==> src/rtl/peripheral_arbiter.sv <==
// peripheral_arbiter
//   Shares one peripheral_master (64-bit side) between NUM_REQ requesters.
//   One-cycle request pulses are captured into per-requester pending slots.
//   Slots are granted round-robin. The granted request's fields are held at
//   the master until it reports completion, and the response is routed back
//   to the granted requester.
//
// Ports
//   M_AXI_ACLK / M_AXI_ARESET   clock, synchronous active-high reset
//   REQ_VALID[NUM_REQ]          per-requester request pulse
//   REQ_ADDR/REQ_WDATA          packed 64-bit fields, slice i = [64*i +: 64]
//   REQ_WSTRB                   packed 8-bit strobes, slice i = [8*i +: 8]
//   REQ_WRITE/REQ_WORD          per-requester write flag / 32-bit access flag
//   REQ_READY[NUM_REQ]          one-cycle completion pulse to requester i
//   REQ_RDATA                   shared read data, valid with REQ_READY
//   REQ_OVERRUN[NUM_REQ]        sticky: request arrived while slot already pending
//   ADDR_TO_PERI_VALID          one-cycle start pulse to the master
//   ADDR_TO_PERI, DATA_TO_PERI, WSTRB, WRITE_TO_PERI, PERI_WORD_ACCESS
//                               request fields, stable from grant to completion
//   DATA_FROM_PERI_READY        completion pulse from the master
//   DATA_FROM_PERI              read data from the master
module peripheral_arbiter #(
  parameter int NUM_REQ = 2,
  parameter int IDX_W   = 1
) (
  input  logic                   M_AXI_ACLK,
  input  logic                   M_AXI_ARESET,
  input  logic [NUM_REQ-1:0]     REQ_VALID,
  input  logic [NUM_REQ*64-1:0]  REQ_ADDR,
  input  logic [NUM_REQ*64-1:0]  REQ_WDATA,
  input  logic [NUM_REQ*8-1:0]   REQ_WSTRB,
  input  logic [NUM_REQ-1:0]     REQ_WRITE,
  input  logic [NUM_REQ-1:0]     REQ_WORD,
  output logic [NUM_REQ-1:0]     REQ_READY,
  output logic [63:0]            REQ_RDATA,
  output logic [NUM_REQ-1:0]     REQ_OVERRUN,
  output logic                   ADDR_TO_PERI_VALID,
  output logic [63:0]            ADDR_TO_PERI,
  output logic [63:0]            DATA_TO_PERI,
  output logic [7:0]             WSTRB,
  output logic                   WRITE_TO_PERI,
  output logic                   PERI_WORD_ACCESS,
  input  logic                   DATA_FROM_PERI_READY,
  input  logic [63:0]            DATA_FROM_PERI
);

  typedef enum logic [1:0] {IDLE, ISSUE, WAIT} state_t;

  state_t             state, state_nxt;
  logic [NUM_REQ-1:0] pending;
  logic [63:0]        addr_q  [NUM_REQ];
  logic [63:0]        wdata_q [NUM_REQ];
  logic [7:0]         wstrb_q [NUM_REQ];
  logic [NUM_REQ-1:0] write_q;
  logic [NUM_REQ-1:0] word_q;
  logic [IDX_W-1:0]   last;
  logic [IDX_W-1:0]   gnt;
  logic [IDX_W-1:0]   pick;
  logic [IDX_W-1:0]   idx;
  logic               pick_vld;
  logic               complete;

  assign complete = (state == WAIT) && DATA_FROM_PERI_READY;

  // Round-robin pick: scan from last+NUM_REQ down to last+1 so the closest
  // pending slot after the previous grant is the one that sticks.
  always_comb begin
    pick_vld = 1'b0;
    pick     = last;
    idx      = '0;
    for (int k = NUM_REQ; k >= 1; k--) begin
      idx = IDX_W'((int'(last) + k) % NUM_REQ);
      if (pending[idx]) begin
        pick_vld = 1'b1;
        pick     = idx;
      end
    end
  end

  always_comb begin
    state_nxt = state;
    case (state)
      IDLE:    if (pick_vld) state_nxt = ISSUE;
      ISSUE:   state_nxt = WAIT;
      WAIT:    if (DATA_FROM_PERI_READY) state_nxt = IDLE;
      default: state_nxt = IDLE;
    endcase
  end

  always_ff @(posedge M_AXI_ACLK) begin
    if (M_AXI_ARESET) state <= IDLE;
    else              state <= state_nxt;
  end

  always_ff @(posedge M_AXI_ACLK) begin
    if (M_AXI_ARESET) begin
      pending            <= '0;
      REQ_OVERRUN        <= '0;
      REQ_READY          <= '0;
      REQ_RDATA          <= '0;
      last               <= IDX_W'(NUM_REQ - 1);
      gnt                <= '0;
      ADDR_TO_PERI_VALID <= 1'b0;
      ADDR_TO_PERI       <= '0;
      DATA_TO_PERI       <= '0;
      WSTRB              <= '0;
      WRITE_TO_PERI      <= 1'b0;
      PERI_WORD_ACCESS   <= 1'b0;
      write_q            <= '0;
      word_q             <= '0;
      for (int i = 0; i < NUM_REQ; i++) begin
        addr_q[i]  <= '0;
        wdata_q[i] <= '0;
        wstrb_q[i] <= '0;
      end
    end else begin
      ADDR_TO_PERI_VALID <= 1'b0;
      REQ_READY          <= '0;

      // Grant: copy the winner's fields to the master; they stay put until
      // the next grant, which cannot happen before completion.
      if (state == IDLE && pick_vld) begin
        ADDR_TO_PERI       <= addr_q[pick];
        DATA_TO_PERI       <= wdata_q[pick];
        WSTRB              <= wstrb_q[pick];
        WRITE_TO_PERI      <= write_q[pick];
        PERI_WORD_ACCESS   <= word_q[pick];
        ADDR_TO_PERI_VALID <= 1'b1;
        last               <= pick;
        gnt                <= pick;
      end

      // Completion: route the response to the granted requester.
      if (complete) begin
        REQ_READY[gnt] <= 1'b1;
        REQ_RDATA      <= DATA_FROM_PERI;
      end

      // Capture: a slot completing this cycle is free again, so a request
      // arriving on the same edge is accepted and the set wins over the clear.
      for (int i = 0; i < NUM_REQ; i++) begin
        if (REQ_VALID[i]) begin
          if (!pending[i] || (complete && gnt == IDX_W'(i))) begin
            pending[i] <= 1'b1;
            addr_q[i]  <= REQ_ADDR[64*i +: 64];
            wdata_q[i] <= REQ_WDATA[64*i +: 64];
            wstrb_q[i] <= REQ_WSTRB[8*i +: 8];
            write_q[i] <= REQ_WRITE[i];
            word_q[i]  <= REQ_WORD[i];
          end else begin
            REQ_OVERRUN[i] <= 1'b1;
          end
        end else if (complete && gnt == IDX_W'(i)) begin
          pending[i] <= 1'b0;
        end
      end
    end
  end

endmodule

==> config.mk <==
export PLATFORM = sky130hd
export DESIGN_NAME = peripheral_arbiter
export DESIGN_NICKNAME = d
export VERILOG_FILES = /design/src/rtl/peripheral_arbiter.sv
export SDC_FILE = /design/constraint.sdc
export NUM_CORES = 1
export LEC_CHECK = 0
export BUFFER_PORTS_ARGS = -buffer_cell sky130_fd_sc_hd__buf_2
export CORE_AREA = 2 2 215 217
export DETAILED_ROUTE_END_ITERATION = 16
export DIE_AREA = 0 0 217 219
export GPL_TIMING_DRIVEN = 0
export PLACE_DENSITY = 0.74
export SLEW_MARGIN = 10
export SYNTH_ARGS = -nofsm -noshare
export SYNTH_HDL_FRONTEND = slang
export SYNTH_SLANG_ARGS = --single-unit
export TNS_END_PERCENT = 5
==> constraint.sdc <==
create_clock -name M_AXI_ACLK -period 11.25 [get_ports M_AXI_ACLK]
set_clock_uncertainty 0.15 [all_clocks]
set_input_delay 1.6875 -clock M_AXI_ACLK [delete_from_list [all_inputs] [get_ports M_AXI_ACLK]]
set_output_delay 1.6875 -clock M_AXI_ACLK [all_outputs]
set_load 0.03 [all_outputs]
==> results of run 1 <==
-- worst max-delay path by stage --
stage                endpoint                 start  cells after the start
5_1_grt        wdata_q[0][39]  DATA_FROM_PERI_READY                      8
6_report       wdata_q[0][39]  DATA_FROM_PERI_READY                      8
4_1_cts        wdata_q[0][39]  DATA_FROM_PERI_READY                      8
2_1_floorplan    addr_q[0][0]  DATA_FROM_PERI_READY                      5
3_3_place_gp   wdata_q[0][34]  DATA_FROM_PERI_READY                      6
3_5_place_dp   wdata_q[0][36]  DATA_FROM_PERI_READY                      8
-- area by class of cell --
class | count | area share [%]
plain buffers | 238 | 3.99
well taps | 600 | 2.78
repair buffers | 555 | 10.6
diodes | 5 | 0.0463
multi-input cells | 1070 | 26.5
clock inverters | 13 | 0.435
flip-flops and latches | 489 | 46.3
clock buffers | 81 | 5.55
inverters | 276 | 3.83
-- worst min-delay path: stages (launching register included) --
cell     delay, ns
dfxtp_1       0.30
nand2_1       0.05
a21oi_1       0.05
-- state kept, by name, indices dropped and copies added (netlist names), 2 cells and up --
register,flops
WSTRB,8
ADDR_TO_PERI,64
word_q,2
write_q,2
pending,2
REQ_READY,2
wstrb_q,16
state,2
REQ_OVERRUN,2
REQ_RDATA,64
addr_q,128
DATA_TO_PERI,64
wdata_q,128
-- cell usage in the layout (no fill, tap or decap), types with 7 or more instances in the layout --
cell	count
a211oi_1	272
a311oi_1	29
a21oi_1	204
clkbuf_1	169
buf_1	11
clkbuf_16	53
dfxtp_1	217
inv_1	275
nand3_1	138
o21ai_0	138
buf_6	14
a311oi_2	109
clkbuf_8	7
edfxtp_1	272
nand2_1	133
buf_2	616
-- routing by layer --
layer	part of all wire (%)	global-route usage, %
met5	0.10	0
met4	5.4	16.5
met3	8.3	5.86
met2	49	52.8
met1	38	37.1
-- power by group --
group          switching [mW]  internal, mW
logic                   0.637         0.284
clock network           0.706         0.958
registers              0.0811          2.06
-- cell families (layout without fill, tap and decap cells) --
family	count (synthesis)	in the layout	share of synthesized area (%)
flip-flops	489	489	57.4
other	0	5	0
AO/OA/AOI/OAI	767	767	26.4
buffers and inverters	514	1163	9.71
AND/OR/NAND/NOR	302	302	6.37
multiplexers	1	1	0.0459
-- per-stage QoR --
stage	total power [mW]	utilization [%]	hold slack (ns)	cells
global route	4.88	60.0	0.319	3327
finish	4.73	60.0	0.303	3327
detailed placement	3.09	56.4	0.294	3228
floorplan	2.74	-	0.312	2073
global placement	3.07	56.1	0.288	3224
CTS	4.73	60.0	0.302	3322
==> summary.md, run 1 <==
| Metric | Value |
|---|---|
| Nets | 3026 |
| All-layer global routing usage | 30.9% |
| Starting density of the core | approximately half |
| Largest net degree at the start of global routing | 63 |
| DRT antenna net count | 0 |
| Register area share after synthesis | 57.4% |
| Synthesized cell area | 0.0218 mm2 |
| Peak supply drop | around 0.11 mV |
| Fin area | 0.0270 mm2 |
| Post-Synthesis Cells | around 2100 |
| Layout cells sized above 1 | 30.1% |
| Final Cycle Share | a little over a third |
| Worst setup margin | 7.30 ns |
| Register clock-pin slew on the reported worst setup and hold paths | 0.06 ns |
| Crit path launch type | input port |
| H-Tree Depth | 2 |
| Hold Buf Count CTS | 0 |
| Max-cap violations | 0 |
| RSZ-0062 raised after global routing | false |
| # Post-CTS Setup Buffers | 0 |
| Kind of critical path | input port to flop |
| Number of buffers added on ports | 551 |
| Min Tclk post-route | 3.95 ns |
| Count leader, synth | inv_1 |
| CTS tree | built |
| Rows | 78 |
| CP top delay family | buffers and inverters |
| YS warnings | 0 |
| Hold depth | 2 |
| Layout Area Growth over Synthesis | 24.1% |
| Initial antenna violation count | 11 |
| Clock Latency Late Sink | 0.60 ns |
| Clock sinks | 489 |
| Hold Fails Final Rpt | 0 |
| Top Ports | around 550 |
| HPWL Detailed | ~57 mm |
| Worst EP required | 11.42 ns |
| Worst reg2reg path depth | 7 |
| Synthesized flop and latch total | 489 |
| DRC errors left | 0 |
| Sequential cell area | around 0.013 mm2 |
| EDFF count, synth | 272 |
| Max stage delay on crit path | 0.41 ns |
| Buffer and inverter count on the worst path | 5 |
| Core box area | 0.0451 mm2 |
| # setup viols final | 0 |
| Deepest clock path buffer count | 3 |
| Pwr dens | 175 mW/mm2 |
| Setup crit end kind | flop |
| Place WS | 6.74 ns |
| Max Freq | 253 MHz |
| First-pass DRT Iterations | 5 |
| Post-synth ARST share | 0% |
| Die ar. | 0.0475 mm2 |
| Chip width | 217 um |
| Slew HR | 18.6% |
| Leakage Power | 11.2 nW |
| Reg2reg end | wdata_q[0][39] |
| Root cell of the clock tree | clkbuf_16 |
| Distinct cells, synth | 38 |
| Placed Area | 0.0254 mm2 |
| R2r startpoint | gnt |
| Most used cell, CP | buf_2 |
| Largest cells by area after synthesis | edfxtp_1 37%, dfxtp_1 20%, a211oi_1 9.4% |
| Total length of routed wires | 76.3 mm |
| Slew Limit Fails | 0 |
| Hold_sp | REQ_RDATA[27] |
| Leading area contributor after synthesis | edfxtp_1 |
| Hold crit path type | flop to flop |
| Vias in the first global route | ~19000 |
| Worst-Margin Slew | about 1.2 ns |
| Via count | 19300 |
| R2R Setup Slk | 8.03 ns |
| Top post-synthesis cells by count | 275 x inv_1, 272 x a211oi_1, 272 x edfxtp_1, 217 x dfxtp_1, 204 x a21oi_1 |
| First-pass GRT wire length | 110 mm |
| Setup TNS | 0 ns |
| Status | completed |
| Routed length per instance | 22.9 um |
| FILL cells | approximately 3800 |
| Crit-path max FO | 56 |
| DRT iter0 DRCs | 1670 |
| Die height | between 200 and 250 um |
| Net count after synthesis | about 2400 |
| Slowest CP cell | buf_16 |
| Hold EP | REQ_RDATA[27] |
| Crit path arrival time | 4.11 ns |
| CTS Buf Count | 51 |
| Top cell type's share of synthesized area | 37.5% |
| Multi-input gate area | 0.00718 mm2 |
| Crit path cell chain | buf_2 > and4bb_2 > o21ai_1 > buf_2 > buf_2 > nand2_4 > buf_16 > buf_12 |
| Prevailing post-synth register cell | edfxtp_1 |
| Post-Syn Area per Cell | 10.5 um2 |
| Via density | a little under 6 |
| RePlAce Congestion | 0.956 |
| Post-CTS sizing | 0 |
| Total gr overflow | 0 |
Power figures use the tool's default switching activity.
==> run 2: changes to the inputs <==
Settings changed: CORE_AREA 2 2 215 217 to 2 2 217 219, DIE_AREA 0 0 217 219 to 0 0 219 221, PLACE_DENSITY 0.74 to 0.72.
Clock period 11.25 ns to 3.84 ns, I/O delays scaled along.
==> run 2 against run 1 <==
  * Highest routed layer unchanged
  * Largest power group unchanged
  * Cell count increased by 0.51%
  * Die area increased by 1.8%
  * Utilization decreased by 0.96 points
  * Via count decreased by 1.1%
  * Power increased to 3.0 times the previous value
  * Design area increased by 0.52%
  * Flip-flop and latch count unchanged
==> summary.md, run 2 (same netlist as run 1, synthesis figures left out) <==
| Metric | Value |
|---|---|
| Clock Latency Late Sink | 0.59 ns |
| Hold Fails Final Rpt | 0 |
| Final Cycle Share | 83.7% |
| Worst EP required | 3.96 ns |
| Largest net degree at the start of global routing | 83 |
| Most used cell, CP | buf_2 |
| CTS Buf Count | 51 |
| CTS tree | built |
| Crit path cell chain | nand4b_2 > a21bo_2 > buf_2 > buf_2 > nand2_4 > buf_12 > buf_16 |
| Top Registers | addr_q: 128 flops, wdata_q: 128 flops |
| Chip width | 219 um |
| Combinational Power Share | 19.0% |
| Post-CTS sizing | 0 |
| Pwr dens | between 500 and 600 mW/mm2 |
| Register clock-pin slew on the reported worst setup and hold paths | roughly 0.060 ns |
| Starting density of the core | between 40% and 50% |
| FILL cells | 3922 |
| Crit path arrival time | approximately 3.3 ns |
| # Post-CTS Setup Buffers | 0 |
| Slew HR | 9.36% |
| DRT antenna net count | 0 |
| Max-cap violations | 0 |
| HPWL Detailed | around 57 mm |
| Min Tclk post-route | around 3.2 ns |
| Layout cells sized above 1 | 30.6% |
| Clock network fraction of total power | 36.4% |
| Setup crit end kind | flop |
| Total Power | about 14 mW |
| Die ar. | 0.0484 mm2 |
| RSZ-0062 raised after global routing | false |
| Via density | between 5 and 6 |
| Core box area | between 0.04 and 0.05 mm2 |
| All-layer global routing usage | roughly 30% |
| Top Ports | ~550 |
| Deepest clock path buffer count | 3 |
| Commonest non-fill, non-tap cell in the layout | buf_2 |
| Total length of routed wires | 75.6 mm |
| Routed length per instance | 22.6 um |
| Root cell of the clock tree | clkbuf_16 |
| Crit-path max FO | 56 |
| DRC errors left | 0 |
| Total gr overflow | 0 |
| Kind of critical path | flop to flop |
| Die height | 221 um |
| First-pass DRT Iterations | 7 |
| Nets | 3025 |
| Switching power | around 4.2 mW |
| Max stage delay on crit path | 0.51 ns |
| Sw Ratio | 29.8% |
| Worst-Margin Slew | 1.36 ns |
| Slew Limit Fails | 0 |
| Vias in the first global route | 18700 |
| Clock sinks | 489 |
| Hold crit path type | input port to flop |
| Initial antenna violation count | 14 |
| Layout Area Growth over Synthesis | 24.8% |
| Max Freq | 311 MHz |
| H-Tree Depth | 2 |
| Leakage Power | roughly 11 nW |
| Status | completed |
| Peak supply drop | 0.339 mV |
| Crit path launch type | flop |
| Via count | 19100 |
| Most frequent cells in the layout | 616 x buf_2, 275 x inv_1, 272 x a211oi_1, 272 x edfxtp_1, 217 x dfxtp_1 |
| Fin util | 59.0% |
| Sequential share of power | 44.6% |
| P_int | 9.91 mW |
| Hold Buf Count CTS | 0 |
| # setup viols final | 0 |
| Number of buffers added on ports | 551 |
| First-pass GRT wire length | 110 mm |
| Slowest CP cell | nand2_4 |
| DRT iter0 DRCs | 1865 |
| Rows | 79 |
| RePlAce Congestion | between 0.8 and 0.9 |
run 2: metal layers:
| layer | vias up | routed length (um) | global-route usage, % |
|---|---|---|---|
| met5 | - | 34 | 0 |
| met4 | 6 | 3580 | 14.2 |
| met3 | 181 | 5900 | 5.95 |
| met2 | 970 | 37200 | 51.8 |
| met1 | 9120 | 28900 | 36.6 |
| li1 | 8832 | - | - |
run 2: path summary, 6_finish.rpt:
kind                      start            end  slack, ns  cells past startpoint
min reg2reg       REQ_RDATA[12]  REQ_RDATA[12]       0.30                      2
max                         gnt   addr_q[1][3]       0.63                      7
max reg2reg                 gnt   addr_q[1][3]       0.63                      7
min          DATA_FROM_PERI[17]  REQ_RDATA[17]       0.08                      3
run 2: worst max-delay path, delay by kind of cell (launching register included):
family | cells | cell delay, ns
buffers and inverters | 4 | 1.13
DFF | 1 | 0.47
AOI/OAI and AO/OA | 1 | 0.29
and+or+nand+nor | 2 | 0.78
run 2: metrics by stage:
stage	worst slack [ns]	area [um2]	setup TNS (ns)	hold WS [ns]	std cells
6_report	0.627	27200	0	0.0821	3344
3_5_place_dp	0.411	25400	0	0.297	3234
2_1_floorplan	-0.982	21800	-133.57	0.312	2073
3_3_place_gp	-3.01	25300	-557.30	0.288	3231
4_1_cts	0.589	27200	0	0.0575	3329
5_1_grt	0.454	27200	0	0.0576	3340
run 2: power by group through the flow:
| stage | logic [mW] | registers [mW] | clock network [mW] |
|---|---|---|---|
| after detailed placement | 2.66 | 6.38 | 0 |
| after global routing | 2.87 | 6.32 | 5.36 |
| after CTS | 2.67 | 6.28 | 5.15 |
| after global placement | 2.58 | 6.40 | 0 |
| after floorplan | 1.30 | 6.74 | 0 |
| final | 2.69 | 6.29 | 5.13 |
run 2: area by class of cell:
cell class              instances  area [um2]  share of cell area [%]
flip-flops and latches        489       12500                    46.0
multi-input cells            1070        7190                    26.4
repair buffers                554        2830                    10.4
clock buffers                  75        1530                    5.63
plain buffers                 238        1080                    3.97
inverters                     276        1040                    3.81
well taps                     607         759                    2.79
clock inverters                20         215                   0.792
diodes                         15        37.5                   0.138
==> run 3: changes to the inputs <==
Settings changed: CORE_AREA 2 2 217 219 to not set, CORE_MARGIN set to 1, CORE_UTILIZATION set to 48, DIE_AREA 0 0 219 221 to not set, PLACE_DENSITY 0.72 to 0.76.
Clock period 3.84 ns to 2.86 ns, I/O delays scaled along.
==> run 3 against run 2 <==
  * First-iteration DRC count increased by 4.5%
  * Register-to-register slack worse by 0.56 ns
  * Utilization rose by 3.4 points
  * Via count is 2.7% higher
  * Cell count up 1.4%
  * Clock power grew 26%
  * Critical path type unchanged
  * Critical endpoint is now wstrb_q[0][0]
  * Largest cell class unchanged
==> summary.md, run 3 (same netlist as run 1, synthesis figures left out) <==
| Metric | Value |
|---|---|
| CTS Buf Count | 50 |
| Hold EP | addr_q[1][16] |
| Min Tclk post-route | 2.79 ns |
| Most frequent cells in the layout | 614 x buf_2, 275 x inv_1, 272 x a211oi_1, 272 x edfxtp_1, 217 x dfxtp_1 |
| Clock Latency Late Sink | 0.57 ns |
| H-Tree Depth | 2 |
| Slew Limit Fails | 0 |
| Die height | 215 um |
| First-pass DRT Iterations | 5 |
| All-layer global routing usage | 32.6% |
| Vias in the first global route | 19400 |
| Setup crit end kind | flop |
| Commonest non-fill, non-tap cell in the layout | buf_2 |
| Max Freq | 358 MHz |
| Via count | ~20000 |
| Worst-Margin Slew | 1.24 ns |
| Layout cells sized above 1 | 29.4% |
| Number of buffers added on ports | approximately 550 |
| Max stage delay on crit path | 0.55 ns |
| Sequential cell area | 0.0125 mm2 |
| Via density | 5.78 |
| DRT iter0 DRCs | 1949 |
| Status | completed |
| Routed length per instance | 23.0 um |
| Hold depth | 3 |
| Layout Area Growth over Synthesis | 27.6% |
| Hold Fails Final Rpt | 0 |
| Multi-input gate area | 0.00721 mm2 |
| HPWL Detailed | 56.1 mm |
| Chip width | 215 um |
| Setup TNS | 0 ns |
| Total length of routed wires | approximately 78 mm |
| RePlAce Congestion | 0.954 |
| Slew HR | 17.0% |
| Kind of critical path | flop to flop |
| Hold_sp | REQ_ADDR[80] |
| Top Ports | 552 |
| Top Registers | addr_q: 128 flops, wdata_q: 128 flops |
| Crit-path max FO | 10 |
| Final Cycle Share | 97.6% |
| FILL cells | approximately 3500 |
| Hold crit path type | input port to flop |
| # setup viols final | 0 |
| Peak supply drop | 0.408 mV |
| Initial antenna violation count | 6 |
| R2r startpoint | gnt |
| R2R Setup Slk | roughly 0.07 ns |
| Core box area | about 0.045 mm2 |
| Die ar. | approximately 0.046 mm2 |
| DRC errors left | 0 |
| Placed Instances | 3218 |
| Deepest clock path buffer count | 3 |
| Max-cap violations | 0 |
| Register clock-pin slew on the reported worst setup and hold paths | 0.06 ns |
| Slowest CP cell | a211oi_1 |
| Crit path launch type | flop |
| Largest net degree at the start of global routing | 98 |
| Reg2reg end | wstrb_q[0][0] |
| Starting density of the core | 49.0% |
| Nets | 3102 |
| Post-Layout Cell Count | about 3400 |
| Crit path arrival time | about 2.9 ns |
| Total Power | about 19 mW |
| Leakage Power | about 12 nW |
| Root cell of the clock tree | clkbuf_16 |
| Fin util | 62.5% |
| First-pass GRT wire length | 114 mm |
| Crit path cell chain | nand4b_2 > a21bo_2 > buf_1 > buf_2 > a211oi_1 |
| Clock sinks | between 400 and 500 |
| Rows | 77 |
| Worst EP required | 3.01 ns |
| CTS tree | built |
| DRT antenna net count | 0 |
| Worst reg2reg path depth | 5 |
| Total gr overflow | 0 |
| Pwr dens | about 670 mW/mm2 |
-- run 3: power by group --
group	total [mW]	switching (mW)	internal (mW)
logic	3.73	2.55	1.19
registers	8.44	0.328	8.11
clock network	6.44	2.78	3.66
-- run 3: how the worst max path moves through the flow --
stage / startpoint / slack [ns] / to / depth (start not counted)
6_report: gnt / 0.07 / wstrb_q[0][0] / 5
5_1_grt: gnt / -0.004 / wstrb_q[0][0] / 5
4_1_cts: gnt / 0.01 / wdata_q[0][4] / 6
3_5_place_dp: M_AXI_ARESET / -0.22 / wdata_q[1][42] / 6
3_3_place_gp: DATA_FROM_PERI_READY / -0.73 / wdata_q[0][27] / 6
2_1_floorplan: state[0] / 0.18 / addr_q[1][0] / 5
-- run 3: per-stage QoR --
stage	hold slack (ns)	setup slack (ns)	instance area, um2
2_1_floorplan	0.312	0.180	21800
6_report	0.0378	0.0687	27800
3_3_place_gp	0.289	-0.732	25300
4_1_cts	0.000904	0.0126	27700
5_1_grt	0.0108	-0.00447	27800
3_5_place_dp	0.295	-0.217	25400
-- run 3: timing repair --
action	4_1_cts	5_1_grt
hold endpoints to repair	75	0
setup endpoints to repair	173	171
resized for setup	3	2
cloned	1	2
buffers inserted	0	0
hold buffers	76	0
-- run 3: metal layers --
| metal | share of wire, % | GRT usage (%) | vias up |
|---|---|---|---|
| met5 | 0.033 | 0 | - |
| met4 | 4.9 | 17.3 | 4 |
| met3 | 7.9 | 4.98 | 199 |
| met2 | 49 | 55.9 | 1094 |
| met1 | 38 | 39.6 | 9342 |
| li1 | - | - | 8980 |
-- run 3: cell type report --
cell class              instances  share of cell area (%)
multi-input cells            1071                    25.9
clock inverters                22                   0.563
repair buffers                631                    13.0
flip-flops and latches        489                    45.0
plain buffers                 238                    3.91
diodes                          3                  0.0270
inverters                     276                    3.73
clock buffers                  70                    5.14
well taps                     592                    2.66
-- run 3: worst max-delay path: cells and delay by family, from the launching register on --
| family | cells | cell delay (ns) |
|---|---|---|
| DFF | 1 | 0.46 |
| buffers and inverters | 2 | 0.78 |
| AOI/OAI and AO/OA | 2 | 0.85 |
| and+or+nand+nor | 1 | 0.27 |
